--- config.mk ---
export PLATFORM = sky130hd
export DESIGN_NAME = multiplexer
export DESIGN_NICKNAME = d
export VERILOG_FILES = /design/src/rtl/multiplexer_pkg.sv /design/src/rtl/multiplexer.sv
export SDC_FILE = /design/constraint.sdc
export NUM_CORES = 1
export LEC_CHECK = 0
export CORE_AREA = 4 4 41 43
export CTS_BUF_LIST = sky130_fd_sc_hd__clkbuf_4 sky130_fd_sc_hd__clkbuf_8 sky130_fd_sc_hd__clkbuf_16
export CTS_CLUSTER_SIZE = 16
export DETAILED_ROUTE_END_ITERATION = 16
export DIE_AREA = 0 0 45 47
export PLACE_DENSITY = 0.36
export SYNTH_ARGS = -nofsm -noshare
export SYNTH_HDL_FRONTEND = slang
export SYNTH_SLANG_ARGS = --single-unit
--- constraint.sdc ---
create_clock -name clk -period 2.24 [get_ports clk]
set_input_delay 0.672 -clock clk [delete_from_list [all_inputs] [get_ports clk]]
set_output_delay 0.672 -clock clk [all_outputs]
set_load 0.05 [all_outputs]
--- src/rtl/multiplexer_pkg.sv ---
// Shared select-code constants for the bit-slice ALU result mux.
// Every ALU unit and bench takes the codes from here rather than literals.
package multiplexer_pkg;

  localparam int MUX_WIDTH = 3;

  localparam logic [MUX_WIDTH-1:0] AND_OUTPUT        = 3'b000;
  localparam logic [MUX_WIDTH-1:0] OR_OUTPUT         = 3'b001;
  localparam logic [MUX_WIDTH-1:0] XOR_OUTPUT        = 3'b010;
  localparam logic [MUX_WIDTH-1:0] ADDER_OUTPUT      = 3'b011;
  localparam logic [MUX_WIDTH-1:0] SUBTRACTOR_OUTPUT = 3'b100;

endpackage

--- src/rtl/multiplexer.sv ---
// 5:1 single-bit ALU result selector with a registered copy
// and an illegal-select flag.
module multiplexer
  import multiplexer_pkg::*;
(
  input  logic                 clk,
  input  logic                 rst_n,
  input  logic                 and_r_i,
  input  logic                 or_r_i,
  input  logic                 xor_r_i,
  input  logic                 adder_r_i,
  input  logic                 subtractor_r_i,
  input  logic [MUX_WIDTH-1:0] f_i,
  output logic                 result_o,
  output logic                 result_q_o,
  output logic                 sel_err_o
);

  logic w_result;
  logic w_sel_err;
  logic r_result_q;

  // X/Z or unused codes match no item and fall into default
  always_comb begin
    w_result  = 1'b0;
    w_sel_err = 1'b0;
    case (f_i)
      AND_OUTPUT:        w_result = and_r_i;
      OR_OUTPUT:         w_result = or_r_i;
      XOR_OUTPUT:        w_result = xor_r_i;
      ADDER_OUTPUT:      w_result = adder_r_i;
      SUBTRACTOR_OUTPUT: w_result = subtractor_r_i;
      default: begin
        w_result  = 1'b0;
        w_sel_err = 1'b1;
      end
    endcase
  end

  always_ff @(posedge clk or negedge rst_n) begin
    if (!rst_n) begin
      r_result_q <= 1'b0;
    end else begin
      r_result_q <= w_result;
    end
  end

  assign result_o   = w_result;
  assign sel_err_o  = w_sel_err;
  assign result_q_o = r_result_q;

endmodule

* Word level (Yosys, flattened, before mapping)
Index checks and enable logic that the tools add are counted.
** Operators by class
- Equal/unequal tests :: 4
- Multiplexer cells :: 2
- Reductions and logical operators :: 2
** Operators with widths (number)
- equality test 3 x 2 -> 1 bit (second input constant) :: 2
- one-hot mux 1 bit (5 select lines) :: 1
- OR reduction 5 bit :: 1
- equality test 3 x 1 -> 1 bit (second input constant) :: 1
- equality test 3 bit (second input constant) :: 1
- logical NOT 3 bit :: 1
- two-way mux 1 bit :: 1
** Word-level totals
- Register bits after elaboration :: 1
- Bits of input ports :: 10
- Output and inout bits :: 3
- Word-level logic and storage cells :: 9

* Longest topological paths before layout
Gate-level depths: netlist (run 1).
- Word-level depth :: 3
- Mapped depth :: 3
- Gate-level depth less buffers :: 3

* Worst setup path before layout (run 1)
Ideal clock, no wire load.
- Kind :: input-to-output
- Start point :: input port f_i[0]
- End point :: output port result_o
- Arrival time :: 1422 ps
- Required time :: 1568 ps
- Path slack :: 146 ps
- Stages :: 3
- Buffers on the path :: 0
- Path through :: mux2i_1 nor3b_1 a311o_1
** Between the ends
- Cells in the longest elaborated chain, start to end :: 2
- Elaborated cells on any way between the ends :: 6
- Classes of those cells :: eq/ne: 4; mux: 1; reduce/logical: 1
** Ends and longest elaborated chain
- from (decl) :: line multiplexer.sv:13 : input logic [MUX_WIDTH-1:0] f_i,
- equality test 3 bit, or another cell as far along :: line multiplexer.sv:27 : case (f_i)
- one-hot mux 1 bit (5 select lines) * :: line multiplexer.sv:27
- to (decl) :: line multiplexer.sv:14 : output logic result_o,
Every way passes the cells marked *; elsewhere a longest branch is shown, timed or not.

* Worst setup path in the final report (run 1)
- Start point :: input port f_i[2]
- End point :: output port result_o
The elaborated chain is that of the path after synthesis.

==> reports/summary.txt, run 1 <==
First-pass DRT Iterations = 2
worst slew pin tran = 0.505 ns
Fill cells = 148
Max-Cap Viols = 0
# IOs = 13
Arr. time, crit path = 1.51 ns
asr flop ratio synth = 1.00
Fin. Hold Viols = 0
Tcrit/Tclk final = 0.975
# hold bufs at CTS = 0
RSZ-0062 raised after global routing = no
layout net count = 32
Die ar. = 0.00212 mm2
Ys Warns = 0
Tot GR Track Use = 0.0292
Final setup violation count = 0
crit end category = output port
Die Y = 47 um
slowest CP cell = a311o_1
fmax = 458 MHz
grt total ovfl = 0
area fraction of the dominant cell type after synthesis = 0.323
Synth Register Bits = 1
Largest stage delay, worst path = 0.35 ns
Yosys cell types = 7
layout cells sized above 1 = 0.250
die extent in x = 45 um
VDD IR max = 0.150 mV
cell family contributing the most delay on the critical path = buffers and inverters
routability cong. = 0.624
num rows = 13
Buf/Inv on CP = 2
post-CTS setup buffers = 0
number of flip-flops in the largest register = 1
Syn Area/Cell = 9.70 um2
status = finished, final reports clean
net count after synthesis = 18
largest net degree at the start of global routing = 5
EDFF count, synth = 0
startpoint types = input pin
Net Sw Power = 0.0269 mW
most common cell in the synthesized netlist = mux2i_1
maximum fanout along the worst path = 4
ys flop type = dfrtp_1
fin. max-slew vios = 0
largest area contributor in the netlist = dfrtp_1
Slew HR = 0.662
static leakage = 0.0951 nW
PD cells = 329 mW/mm2
total power = 0.0711 mW
vias post-DR = 108
Pint = 0.0442 mW
initial drt markers = 1
CP Cell Sequence = dlygate4sd2_1, nor3_1, a311o_1, buf_6
dominant cells by area after synthesis = dfrtp_1 32%, mux2i_1 26%, a311o_1 13%
switching share of power = 0.378
Comb power frac = 0.714
starting density of the core = 0.0596
# diodes = 0
Post-Place Worst Slack = -0.454 ns
Mapped Area = 77.6 um2
clock share of power = 0
Residual DRC = 0
Core Region = 0.00130 mm2
initial antenna violation count = 0
antenna violation net count after detailed routing = 0
post-DR vias/cell = 3.09
final wirelength = 322 um
min Tclk post-route = 2.18 ns
slack of the critical path = 0.0554 ns
first-pass GRT wire length = 476 um
area growth from synthesis to layout = 179%
register area share after synthesis = 0.323
Mapped Cells = 8
Setup CP Type = in -> out
vias in the first global route = 120
min-delay worst type = in -> async
Avg WL per Cell = 9.20 um
CTS clk-pin slew, worst paths = 0 ns
IO buf count = 12
Reg power frac = 0.286
Worst EP required = 1.57 ns
cell usage in the layout (no fill, tap or decap), types with 2 or more instances in the layout:
cell / n
buf_6: 2
clkbuf_2: 2
clkdlybuf4s15_1: 3
clkdlybuf4s50_1: 2
dlygate4sd2_1: 2
mux2i_1: 2
kinds of logic (layout without fill, tap and decap cells):
logic type	after synthesis	after routing	synth area share
simple gates	4	4	0.290
buf+inv	0	12	0
flops	1	1	0.323
mux	2	2	0.258
compound gates	1	1	0.129
power by group through the flow:
stage / Clock (mW) / Sequential (mW) / Combinational [mW]
global route: 0 / 0.0207 / 0.0531
finish: 0 / 0.0204 / 0.0508
floorplan: 0 / 0.0266 / 0.0172
CTS: 0 / 0.0204 / 0.0515
detailed placement: 0 / 0.0204 / 0.0537
global placement: 0 / 0.0205 / 0.0529
metrics by stage:
step                area [um2]   util  setup TNS (ns)  cells  hold WS, ns
floorplan                 77.6      -               0      8        0.376
global placement           224  0.172          -0.561     35        0.825
detailed placement         224  0.172          -0.586     35        0.833
CTS                        223  0.171               0     35        0.835
global route               216  0.166               0     35        0.837
finish                     216  0.166               0     35        0.832
timing repair:
action	CTS	global route
endpoints found under the setup margin	2	1
resized for setup	18	3
pin swaps	3	2
how the worst max path moves through the flow:
stage          startpoint        to  slack (ns)  cells past startpoint
2_1_floorplan      f_i[0]  result_o        0.15                      3
3_3_place_gp       f_i[0]  result_o       -0.45                      5
3_5_place_dp       f_i[0]  result_o       -0.45                      5
4_1_cts         adder_r_i  result_o        0.01                      5
5_1_grt         adder_r_i  result_o        0.01                      5
6_report           f_i[2]  result_o        0.06                      4
layout make-up:
class,instances,area [um2],area share
Timing Repair Buffer,12,120,0.555
Tap cell,15,18.8,0.0867
Sequential cell,1,25.0,0.116
Multi-Input combinational cell,7,52.6,0.243
per-layer routing:
layer,vias to the layer above,global-route usage,part of all wire
met3,0,0.0230,0.31
met5,-,0,0
met2,13,0.0339,0.21
li1,55,-,-
met4,0,0,0
met1,40,0.0430,0.48
Note: power is estimated with default switching activity, not from simulation.
==> run 2, diff against run 1 <==
==> constraint.sdc (replaced) <==
create_clock -name clk -period 2.7 [get_ports clk]
set_input_delay 0.81 -clock clk [delete_from_list [all_inputs] [get_ports clk]]
set_output_delay 0.81 -clock clk [all_outputs]
set_load 0.05 [all_outputs]
==> reports/summary.txt, run 2 (synthesized netlist as in run 1, its figures left out) <==
design area = 245 um2 (+13%)
vias post-DR = 124 (+15%)
placed inst area = 239 um2 (+6.7%)
Fin. Hold Viols = 0 (unchanged)
startpoint types = input pin
Worst EP required = 1.89 ns (+0.32 ns)
Avg WL per Cell = 8.82 um (-4.2%)
RSZ-0062 raised after global routing = no
maximum fanout along the worst path = 2 (-2)
worst slew pin tran = 0.489 ns (-0.0160 ns)
Net Sw Power = 0.0232 mW (-14%)
vias in the first global route = 116 (-3.3%)
DPL Wire Length = 308 um
area growth from synthesis to layout = 216%
crit end category = output port
layout net count = 35 (+9.4%)
most frequent cells in the layout = 4 x dlygate4sd2_1, 3 x clkdlybuf4s50_1, 3 x buf_4, 2 x mux2i_1, 2 x dlymetal6s2s_1
Tot GR Track Use = 0.0300 (+0.000789)
grt total ovfl = 0 (unchanged)
starting density of the core = 0.0596 (unchanged)
CTS clk-pin slew, worst paths = 0 ns (unchanged)
PD cells = 261 mW/mm2 (-21%)
fin. max-slew vios = 0 (unchanged)
min Tclk post-route = 2.57 ns
Slew HR = 0.673 (+0.0107)
# hold bufs at CTS = 0 (unchanged)
Residual DRC = 0 (unchanged)
Fill cells = 146 (-1.4%)
post-DR vias/cell = 3.26 (+5.8%)
Die ar. = 0.00212 mm2 (unchanged)
final wirelength = 335 um (+4.0%)
largest net degree at the start of global routing = 5 (unchanged)
die extent in x = 45 um (unchanged)
first-pass GRT wire length = 483 um (+1.5%)
min-delay worst type = in -> async
IO buf count = 12 (unchanged)
number of flip-flops in the largest register = 1 (unchanged)
antenna violation net count after detailed routing = 0 (unchanged)
Max-Cap Viols = 0 (unchanged)
Register Area = 25.0 um2 (unchanged)
Comb power frac = 0.734 (+0.020)
Arr. time, crit path = 1.76 ns (+0.25 ns)
Reg power frac = 0.266 (-0.020)
VDD IR max = 0.0953 mV (-36%)
# IOs = 13 (unchanged)
clock share of power = 0 (unchanged)
initial antenna violation count = 0 (unchanged)
initial drt markers = 0 (-1)
Pint = 0.0408 mW (-7.7%)
Tcrit/Tclk final = 0.951
Core Region = 0.00130 mm2 (unchanged)
# diodes = 0 (unchanged)
Setup TNS = 0 ns (unchanged)
most common cell after layout, fill and taps aside = dlygate4sd2_1
num rows = 13 (unchanged)
Setup CP Type = in -> out
total power = 0.0640 mW (-10%)
routability cong. = 0.608 (-2.6%)
switching share of power = 0.362 (-0.0160)
static leakage = 0.127 nW (+34%)
Crit. Startpoint = subtractor_r_i
Final setup violation count = 0 (unchanged)
First-pass DRT Iterations = 1 (-1)
Die Y = 47 um (unchanged)
multi-input logic area = 52.6 um2 (unchanged)
layout cells sized above 1 = 0.261 (+0.0109)
status = finished, final reports clean
fmax = 390 MHz
## run 2: how the worst max path moves through the flow
stage,endpoint,slack [ns],cells past startpoint
5_1_grt,result_o,0.09,3
3_5_place_dp,result_o,-0.28,5
3_3_place_gp,result_o,-0.25,5
6_report,result_o,0.13,3
2_1_floorplan,result_o,0.33,3
4_1_cts,result_o,0.006,5
## run 2: final cells by class
class,count,area share
timing repair buffer,15,0.607
multi-input combinational,7,0.214
sequential,1,0.102
tap,15,0.0765
## run 2: worst max-delay path, stage by stage
cell	delay [ns]
clkdlybuf4s50_1	0.40
a311o_1	0.38
buf_6	0.16
## run 2: layer usage
metal | global-route usage | vias up | wire (um)
li1 | - | 62 | -
met1 | 0.0475 | 49 | 169
met2 | 0.0311 | 13 | 81
met3 | 0.0230 | 0 | 84
met4 | 0 | 0 | 0
met5 | 0 | - | 0
## run 2: power by group through the flow
| stage | clock [mW] | combinational (mW) | sequential, mW |
|---|---|---|---|
| final | 0 | 0.0469 | 0.0170 |
| after global routing | 0 | 0.0491 | 0.0171 |
| after CTS | 0 | 0.0477 | 0.0171 |
| after detailed placement | 0 | 0.0473 | 0.0171 |
| after global placement | 0 | 0.0469 | 0.0169 |
| after floorplan | 0 | 0.0143 | 0.0221 |
## run 2: stage by stage
step                       util  hold slack [ns]  setup slack, ns  cells
after detailed placement  0.184            0.963           -0.277     37
final                     0.188            0.960            0.133     38
after global routing      0.188            0.973           0.0943     38
after global placement    0.184            0.965           -0.250     37
after CTS                 0.188            0.961          0.00584     38
after floorplan               -            0.514            0.330      8
## run 2: what timing repair did
| item | in CTS | in global routing |
|---|---|---|
| buffers inserted | 1 | 0 |
| pin swaps | 2 | 2 |
| endpoints found under the setup margin | 2 | 1 |
| hold endpoints to repair | 0 | 0 |
| gates resized for setup | 6 | 4 |
==> run 3, diff against run 2 <==
--- a/config.mk
+++ b/config.mk
@@ -5,11 +5,11 @@
 export SDC_FILE = /design/constraint.sdc
 export NUM_CORES = 1
 export LEC_CHECK = 0
-export CORE_AREA = 4 4 41 43
+export CORE_AREA = 2 2 39 41
 export CTS_BUF_LIST = sky130_fd_sc_hd__clkbuf_4 sky130_fd_sc_hd__clkbuf_8 sky130_fd_sc_hd__clkbuf_16
 export CTS_CLUSTER_SIZE = 16
 export DETAILED_ROUTE_END_ITERATION = 16
-export DIE_AREA = 0 0 45 47
+export DIE_AREA = 0 0 41 43
 export PLACE_DENSITY = 0.36
 export SYNTH_ARGS = -nofsm -noshare
 export SYNTH_HDL_FRONTEND = slang
==> reports/summary.txt, run 3 (synthesized netlist as in run 1, its figures left out) <==
PD cells = 260 mW/mm2 (-0.47%)
Core Region = 0.00138 mm2 (+6.3%)
clock share of power = 0 (unchanged)
antenna violation net count after detailed routing = 0 (unchanged)
post-DR vias/cell = 3.11 (-4.8%)
die extent in x = 41 um (-8.9%)
largest net degree at the start of global routing = 5 (unchanged)
layout cells sized above 1 = 0.190 (-0.0704)
startpoint types = input pin
num rows = 14 (+1)
Final setup violation count = 0 (unchanged)
routability cong. = 0.575 (-5.4%)
Finished Layout Cells = 37 (-2.6%)
DPL Wire Length = 276 um (-11%)
Largest stage delay, worst path = 0.35 ns (-0.05 ns)
# IOs = 13 (unchanged)
min-delay worst type = in -> async
# hold bufs at CTS = 0 (unchanged)
Pint = 0.0376 mW (-7.8%)
Fill cells = 148 (+1.4%)
fin. max-slew vios = 0 (unchanged)
Tot GR Track Use = 0.0391 (+0.00911)
fmax = 395 MHz (+1.3%)
maximum fanout along the worst path = 3 (+1)
vias post-DR = 115 (-7.3%)
layout net count = 33 (-5.7%)
Reg power frac = 0.281 (+0.015)
min Tclk post-route = 2.53 ns (-0.0318 ns)
Post-Place Worst Slack = -0.262 ns (+0.0154 ns)
most frequent cells in the layout = 4 x dlygate4sd2_1, 3 x clkdlybuf4s50_1, 2 x mux2i_1, 2 x dlymetal6s2s_1
switching share of power = 0.374 (+0.0121)
total power = 0.0601 mW (-6.1%)
final wirelength = 312 um (-6.9%)
post-CTS setup buffers = 0 (-1)
starting density of the core = 0.0561 (-0.00356)
CTS clk-pin slew, worst paths = 0 ns (unchanged)
Slew HR = 0.668 (-0.00540)
Avg WL per Cell = 8.43 um (-4.3%)
Tcrit/Tclk final = 0.939 (-0.0118)
Comb power frac = 0.719 (-0.015)
Residual DRC = 0 (unchanged)
status = finished, final reports clean
first-pass GRT wire length = 510 um (+5.6%)
most common cell after layout, fill and taps aside = dlygate4sd2_1
initial drt markers = 5 (+5)
RSZ-0062 raised after global routing = no
Fin. Hold Viols = 0 (unchanged)
slowest CP cell = a311o_1
number of flip-flops in the largest register = 1 (unchanged)
First-pass DRT Iterations = 3 (+2)
VDD IR max = 0.102 mV (+6.7%)
worst hold margin = 0.966 ns (+0.00608 ns)
grt total ovfl = 0 (unchanged)
Core Util, Final = 0.167 (-0.0212)
vias in the first global route = 129 (+11%)
initial antenna violation count = 0 (unchanged)
Die Y = 43 um (-8.5%)
# diodes = 0 (unchanged)
Die ar. = 0.00176 mm2 (-17%)
IO buf count = 12 (unchanged)
slack of the critical path = 0.165 ns (+0.0318 ns)
Buf/Inv on CP = 2 (unchanged)
Arr. time, crit path = 1.72 ns (-0.04 ns)
Placed Cells = 37 (unchanged)
static leakage = 0.117 nW (-8.0%)
area growth from synthesis to layout = 198%
crit end category = output port
Setup CP Type = in -> out
cell family contributing the most delay on the critical path = buffers and inverters
Net Sw Power = 0.0225 mW (-2.9%)
Max-Cap Viols = 0 (unchanged)
CP Cell Sequence = dlygate4sd2_1, nor3b_1, a311o_1, buf_6
worst slew pin tran = 0.497 ns (+0.00807 ns)
Worst EP required = 1.89 ns (about the same)
-- run 3: changes by cell type in the layout (fill, tap and decap cells not counted), sizes merged --
cell  delta
buf      -2
-- run 3: final timing paths --
kind / start / end / slack (ns) / cells past startpoint
min in group clk: f_i[0] / result_q_o$_DFF_PN0_ / 1.34 / 3
max in group asynchronous: rst_n / result_q_o$_DFF_PN0_ / 1.63 / 1
min: rst_n / result_q_o$_DFF_PN0_ / 0.97 / 1
max: f_i[1] / result_o / 0.17 / 4
-- run 3: layer usage --
layer  wire [um]  track usage  vias to the layer above
met5           0            0                        -
met4           0            0                        0
met3          79       0.0209                        0
met2          76       0.0531                       13
met1         156       0.0575                       45
li1            -            -                       57
-- run 3: timing repair --
| action | in CTS | in global routing |
|---|---|---|
| resized for setup | 6 | 4 |
| endpoints found under the setup margin | 2 | 1 |
| endpoints found under the hold margin | 0 | 0 |
| pin swaps | 2 | 2 |
| gates cloned | 0 | 0 |
-- run 3: power by group through the flow --
stage | sequential [mW] | combinational (mW) | clock (mW)
after detailed placement | 0.0169 | 0.0453 | 0
after CTS | 0.0169 | 0.0440 | 0
after floorplan | 0.0221 | 0.0143 | 0
after global routing | 0.0170 | 0.0456 | 0
after global placement | 0.0170 | 0.0447 | 0
final | 0.0169 | 0.0432 | 0
-- run 3: metrics by stage --
stage	instance area [um2]	setup TNS (ns)
final	231	0
after global routing	231	0
after CTS	230	0
after detailed placement	233	-0.311
after global placement	233	-0.276
after floorplan	77.6	0
-- run 3: cell type report --
type,count,area (um2),share of cell area
sequential,1,25.0,0.108
tap,16,20.0,0.0865
multi-input combinational,7,52.6,0.227
timing repair buffer,13,134,0.578
